<file path="src/rtl/stream_rr_arbiter_if.sv">
// Handshake bundle between one stream_rr_arbiter and the crossbar around it.
// The arbiter uses the slave modport; the crossbar (or a bench) drives through master.
interface stream_rr_arbiter_if #(
    parameter int S_DATA_COUNT = 2
);
    localparam int ID_WIDTH = $clog2(S_DATA_COUNT);

    logic [S_DATA_COUNT-1:0] req_i;
    logic [S_DATA_COUNT-1:0] s_valid_i;
    logic [S_DATA_COUNT-1:0] s_last_i;
    logic                    m_ready_i;
    logic [S_DATA_COUNT-1:0] grant_o;
    logic [ID_WIDTH-1:0]     grant_id_o;
    logic                    busy_o;

    modport slave (
        input  req_i,
        input  s_valid_i,
        input  s_last_i,
        input  m_ready_i,
        output grant_o,
        output grant_id_o,
        output busy_o
    );

    modport master (
        output req_i,
        output s_valid_i,
        output s_last_i,
        output m_ready_i,
        input  grant_o,
        input  grant_id_o,
        input  busy_o
    );
endinterface

</file>
<file path="src/rtl/stream_rr_arbiter.sv">
// Per-slave round-robin arbiter with packet locking: a grant is held until the
// granted input's tlast beat, then handed directly to the next requester.
module stream_rr_arbiter #(
    parameter int S_DATA_COUNT = 2
) (
    input  logic                clk,
    input  logic                rst_n,
    stream_rr_arbiter_if.slave  bus
);
    localparam int ID_WIDTH = $clog2(S_DATA_COUNT);

    typedef enum logic {
        IDLE   = 1'b0,
        LOCKED = 1'b1
    } state_e;

    state_e                  state_q, state_d;
    logic [S_DATA_COUNT-1:0] grant_q, grant_d;
    logic [ID_WIDTH-1:0]     grant_id_q, grant_id_d;
    logic [ID_WIDTH-1:0]     rr_ptr_q, rr_ptr_d;

    logic [ID_WIDTH-1:0]     next_ptr;
    logic                    release_pkt;
    logic [S_DATA_COUNT-1:0] arb_req;
    logic [ID_WIDTH-1:0]     arb_start;
    logic [ID_WIDTH-1:0]     arb_win;
    logic                    arb_found;
    logic [S_DATA_COUNT-1:0] arb_onehot;

    assign next_ptr = (grant_id_q == ID_WIDTH'(S_DATA_COUNT - 1)) ? '0
                                                                  : grant_id_q + ID_WIDTH'(1);

    assign release_pkt = (state_q == LOCKED) & bus.s_valid_i[grant_id_q]
                       & bus.m_ready_i & bus.s_last_i[grant_id_q];

    // While locked grant_q is the one-hot of the current owner, so masking with it
    // excludes the releasing input from the same-cycle re-arbitration.
    assign arb_req   = (state_q == LOCKED) ? (bus.req_i & ~grant_q) : bus.req_i;
    assign arb_start = (state_q == LOCKED) ? next_ptr : rr_ptr_q;

    always_comb begin
        int idx;
        logic [ID_WIDTH-1:0] cand;
        arb_found = 1'b0;
        arb_win   = '0;
        idx       = 0;
        cand      = '0;
        for (int k = 0; k < S_DATA_COUNT; k++) begin
            idx = int'(arb_start) + k;
            if (idx >= S_DATA_COUNT) begin
                idx = idx - S_DATA_COUNT;
            end
            cand = ID_WIDTH'(idx);
            if (!arb_found && arb_req[cand]) begin
                arb_found = 1'b1;
                arb_win   = cand;
            end
        end
    end

    always_comb begin
        arb_onehot = '0;
        for (int k = 0; k < S_DATA_COUNT; k++) begin
            arb_onehot[k] = (ID_WIDTH'(k) == arb_win);
        end
    end

    always_comb begin
        state_d    = state_q;
        grant_d    = grant_q;
        grant_id_d = grant_id_q;
        rr_ptr_d   = rr_ptr_q;
        case (state_q)
            IDLE: begin
                if (arb_found) begin
                    state_d    = LOCKED;
                    grant_d    = arb_onehot;
                    grant_id_d = arb_win;
                end
            end
            LOCKED: begin
                if (release_pkt) begin
                    rr_ptr_d = next_ptr;
                    if (arb_found) begin
                        grant_d    = arb_onehot;
                        grant_id_d = arb_win;
                    end else begin
                        state_d = IDLE;
                        grant_d = '0;
                    end
                end
            end
        endcase
    end

    always_ff @(posedge clk or negedge rst_n) begin
        if (!rst_n) begin
            state_q    <= IDLE;
            grant_q    <= '0;
            grant_id_q <= '0;
            rr_ptr_q   <= '0;
        end else begin
            state_q    <= state_d;
            grant_q    <= grant_d;
            grant_id_q <= grant_id_d;
            rr_ptr_q   <= rr_ptr_d;
        end
    end

    assign bus.grant_o    = grant_q;
    assign bus.grant_id_o = grant_id_q;
    assign bus.busy_o     = (state_q == LOCKED);
endmodule

</file>
<file path="src/flat_wrapper.sv">
// flat-port wrapper written by rule: the top's interface ports become plain ports
module stream_rr_arbiter_flat 
#(
    parameter int S_DATA_COUNT = 2
)
  (clk, rst_n, bus_req_i, bus_s_valid_i, bus_s_last_i, bus_m_ready_i, bus_grant_o, bus_grant_id_o, bus_busy_o);
  stream_rr_arbiter_if #(.S_DATA_COUNT(S_DATA_COUNT)) bus_i ();
  input  logic clk;
  input  logic rst_n;
  input wire logic [$bits(bus_i.req_i)-1:0] bus_req_i;
  input wire logic [$bits(bus_i.s_valid_i)-1:0] bus_s_valid_i;
  input wire logic [$bits(bus_i.s_last_i)-1:0] bus_s_last_i;
  input wire logic [$bits(bus_i.m_ready_i)-1:0] bus_m_ready_i;
  output wire logic [$bits(bus_i.grant_o)-1:0] bus_grant_o;
  output wire logic [$bits(bus_i.grant_id_o)-1:0] bus_grant_id_o;
  output wire logic [$bits(bus_i.busy_o)-1:0] bus_busy_o;
  assign bus_i.req_i = bus_req_i;
  assign bus_i.s_valid_i = bus_s_valid_i;
  assign bus_i.s_last_i = bus_s_last_i;
  assign bus_i.m_ready_i = bus_m_ready_i;
  assign bus_grant_o = bus_i.grant_o;
  assign bus_grant_id_o = bus_i.grant_id_o;
  assign bus_busy_o = bus_i.busy_o;
  stream_rr_arbiter #(.S_DATA_COUNT(S_DATA_COUNT)) u_core (.clk(clk), .rst_n(rst_n), .bus(bus_i));
endmodule
</file>
<file path="config.mk">
export PLATFORM = sky130hd
export DESIGN_NAME = stream_rr_arbiter_flat
export DESIGN_NICKNAME = d
export VERILOG_FILES = /design/src/rtl/stream_rr_arbiter_if.sv /design/src/rtl/stream_rr_arbiter.sv /design/src/flat_wrapper.sv
export SDC_FILE = /design/constraint.sdc
export NUM_CORES = 1
export LEC_CHECK = 0
export BUFFER_PORTS_ARGS = -buffer_cell sky130_fd_sc_hd__clkbuf_2
export CAP_MARGIN = 20
export CORE_AREA = 2 2 39 41
export CTS_CLUSTER_SIZE = 24
export DETAILED_ROUTE_END_ITERATION = 8
export DIE_AREA = 0 0 41 43
export GPL_TIMING_DRIVEN = 0
export SLEW_MARGIN = 0
export SYNTH_ARGS = -nofsm -noshare
export SYNTH_HDL_FRONTEND = slang
export SYNTH_SLANG_ARGS = --single-unit
</file>
<file path="constraint.sdc">
create_clock -name clk -period 1.53 [get_ports clk]
set_input_delay 0.0765 -clock clk [delete_from_list [all_inputs] [get_ports clk]]
set_output_delay 0.0765 -clock clk [all_outputs]
set_load 0.01 [all_outputs]
</file>
==> impl_metrics.py <==
metrics = {
    "grt": {
        "grt_max_degree": 9,
        "grt_pass1_wl_mm": 1.04,
        "grt_use_total_pct": 9.22,
        "overflow": 0,
        "grt_pass1_vias": 282,
        "antenna_found_initial": 0,
    },
    "sta": {
        "timing.setup.tns_ns": 0,
        "whs_ns": 0.155,
        "min_period_over_period_pct": 90.8,
        "finalWorstSetupSlack_ns": 0.141,
        "final.min_clock_period_ns": 1.39,
        "fmax_ghz": 0.720,
        "hold_viol": 0,
        "slew_violations": 0,
        "worstMarginPinSlew_ns": 0.214,
        "rsz0062_at_grt": "false",
        "finalSetupViolCount": 0,
        "finClkSkew_ns": 0.00164,
        "relSlewSlack_pct": 85.7,
    },
    "status": {
        "status": "finished, final reports clean",
    },
    "layout": {
        "synthToLayoutAreaGrowth_pct": 40.3,
        "layoutNonFillerInstCount": 64,
        "drive_gt1_share_pct": 37.5,
        "finalNetCount": 58,
        "antenna_cells": 0,
        "nFillCells": 166,
    },
    "detailed_routing": {
        "first_pass_iters": 2,
        "vias_per_cell": 4.45,
        "vias": 285,
        "drt_iter0_drc": 1,
        "wl_per_cell_um": 9.45,
        "wl_um": 605,
        "drc_errors": 0,
        "ant_nets": 0,
    },
    "clock_tree": {
        "clock_path_buffers": 2,
        "post_cts_buffers": 0,
        "ctsHoldBuffers": 1,
        "cts_sinks": 5,
        "cts_tree": "built",
        "h-tree-depth": 1,
        "clockRootBuffer": "clkbuf_4",
        "post_cts_resized": 0,
        "clock_latency_ns": 0.23,
        "numCtsBuffers": 3,
        "clkTransAtPathRegs_ns": 0.04,
    },
    "power": {
        "cellPowerDensity_mw_per_mm2": 1510,
        "p_leak_nw": 0.200,
        "power_mw": 0.614,
        "ir_drop_mv": 0.408,
    },
    "synthesis": {
        "syn-cell-area_um2": 289,
        "ys_ff_latch": 5,
        "synth_cells": 31,
        "yosysWarnings": 0,
        "syn_avg_cell_area_um2": 9.32,
        "ys_seq_area_share_pct": 43.3,
        "synth_cell_type_count": 17,
        "synth_fp_nets": 40,
    },
    "setup_path": {
        "crit_type": "register to register",
        "cp.arrival_ns": 1.51,
        "path_cells": "or3_4 -> and3_4 -> mux2_2",
        "cp_max_fo": 6,
        "critPathSlowestCell": "dfrtp_1",
        "slowest_delay_ns": 0.42,
        "startpoint_type": "register",
        "endpoint_kind": "register",
        "worstPathRequired_ns": 1.65,
    },
    "floorplan": {
        "io_pins": 13,
        "dieArea_mm2": 0.00176,
        "dieWidth_um": 41,
        "start_util_pct": 20.9,
        "core_mm2": 0.00138,
        "num_rows": 14,
        "die_y_um": 43,
    },
    "place": {
        "dp_hpwl_um": 513,
        "port_buffers": 12,
        "place_ws_ns": 0.140,
        "gp_congestion": 0.641,
        "dp_cells": 59,
    },
    "flow_run": {
        "drv_cap": 0,
    },
    "worst_hold_path": {
        "hold_class": "input port to register",
    },
}
report_power, final:
| group | leakage (nW) | switching [mW] | internal [mW] |
|---|---|---|---|
| combinational | 0.127 | 0.108 | 0.122 |
| sequential | 0.0578 | 0.0557 | 0.182 |
| clock | 0.0150 | 0.0481 | 0.0982 |
| total | 0.200 | 0.212 | 0.402 |
flip-flops by register name (all words and copies together), names as in the netlist:
register               count
u_core.bus.grant_id_o      1
u_core.rr_ptr_q            1
u_core.bus.grant_o         2
u_core.bus.busy_o          1
worst max-delay path: cells and delay by family (launching register included):
family	cells	cell delay, ns
AND/OR/NAND/NOR	2	0.60
multiplexers	1	0.25
flip-flops	1	0.42
Yosys cell counts:
cell type | count | area (µm²)
o21bai_1 | 1 | 7.51
and3b_1 | 1 | 8.76
nand3_1 | 3 | 15.0
a21o_1 | 1 | 7.51
and3_4 | 1 | 11.3
nand4_1 | 1 | 6.26
nand2b_1 | 1 | 6.26
or3_4 | 1 | 11.3
mux2_2 | 1 | 11.3
o221ai_1 | 1 | 8.76
nand2_1 | 2 | 7.51
o21ai_1 | 4 | 20.0
and2_1 | 1 | 6.26
nand4b_1 | 1 | 8.76
dfrtp_1 | 5 | 125
o22ai_1 | 2 | 12.5
inv_1 | 4 | 15.0
layout by cell type, fill, tap and decap left out:
cell,Yosys,final
clkbuf_1,0,1
and2_1,1,1
mux2_2,1,1
nand2_1,2,2
and3_4,1,1
inv_1,4,4
dfrtp_1,5,5
clkbuf_4,0,3
o22ai_1,2,2
clkbuf_2,0,12
nand4_1,1,1
o21ai_1,4,4
o21bai_1,1,1
nand4b_1,1,1
nand2b_1,1,1
nand3_1,3,3
a21o_1,1,1
and3b_1,1,1
dlygate4sd3_1,0,1
or3_4,1,1
o221ai_1,1,1
per-layer routing:
layer  up-vias  GRT usage (%)  share of wire, %
li1        153              -                 -
met1       128           10.3                42
met2         4           13.1                53
met3         0           1.57               4.3
met4         0           10.0                 0
met5         -              0                 0
final cells by class:
| class | count | area [µm²] | share of cell area [%] |
|---|---|---|---|
| Clock buffer | 4 | 26.3 | 6.48 |
| Inverter | 4 | 15.0 | 3.70 |
| Multi-Input combinational cell | 22 | 149 | 36.7 |
| Sequential cell | 5 | 125 | 30.9 |
| Tap cell | 16 | 20.0 | 4.94 |
| Timing Repair Buffer | 13 | 70.1 | 17.3 |
kinds of logic (layout without fill, tap and decap cells):
family,after synthesis,count (layout),share of synthesized area [%]
and+or+nand+nor,12,12,28.1
muxes,1,1,3.90
DFF,5,5,43.3
AOI/OAI and AO/OA,9,9,19.5
buffers and inverters,4,21,5.19
final timing paths:
check | from | end | slack [ns] | cells past startpoint
setup / recovery | u_core.bus.busy_o | u_core.bus.grant_id_o | 0.14 | 3
hold / removal | bus_req_i[1] | u_core.bus.grant_o[1] | 0.16 | 3
setup reg to reg | u_core.bus.busy_o | u_core.bus.grant_id_o | 0.14 | 3
hold reg to reg | u_core.rr_ptr_q | u_core.rr_ptr_q | 0.50 | 2
max in group asynchronous | rst_n | u_core.bus.busy_o | 1.21 | 2
min in group asynchronous | rst_n | u_core.bus.grant_o[0] | 0.19 | 2
stage by stage:
stage,util [%],instance area (µm²)
2_1_floorplan,-,289
3_3_place_gp,26.7,369
3_5_place_dp,26.7,369
4_1_cts,29.3,405
5_1_grt,29.3,405
6_report,29.3,405
(Power assumes the default switching activity.)
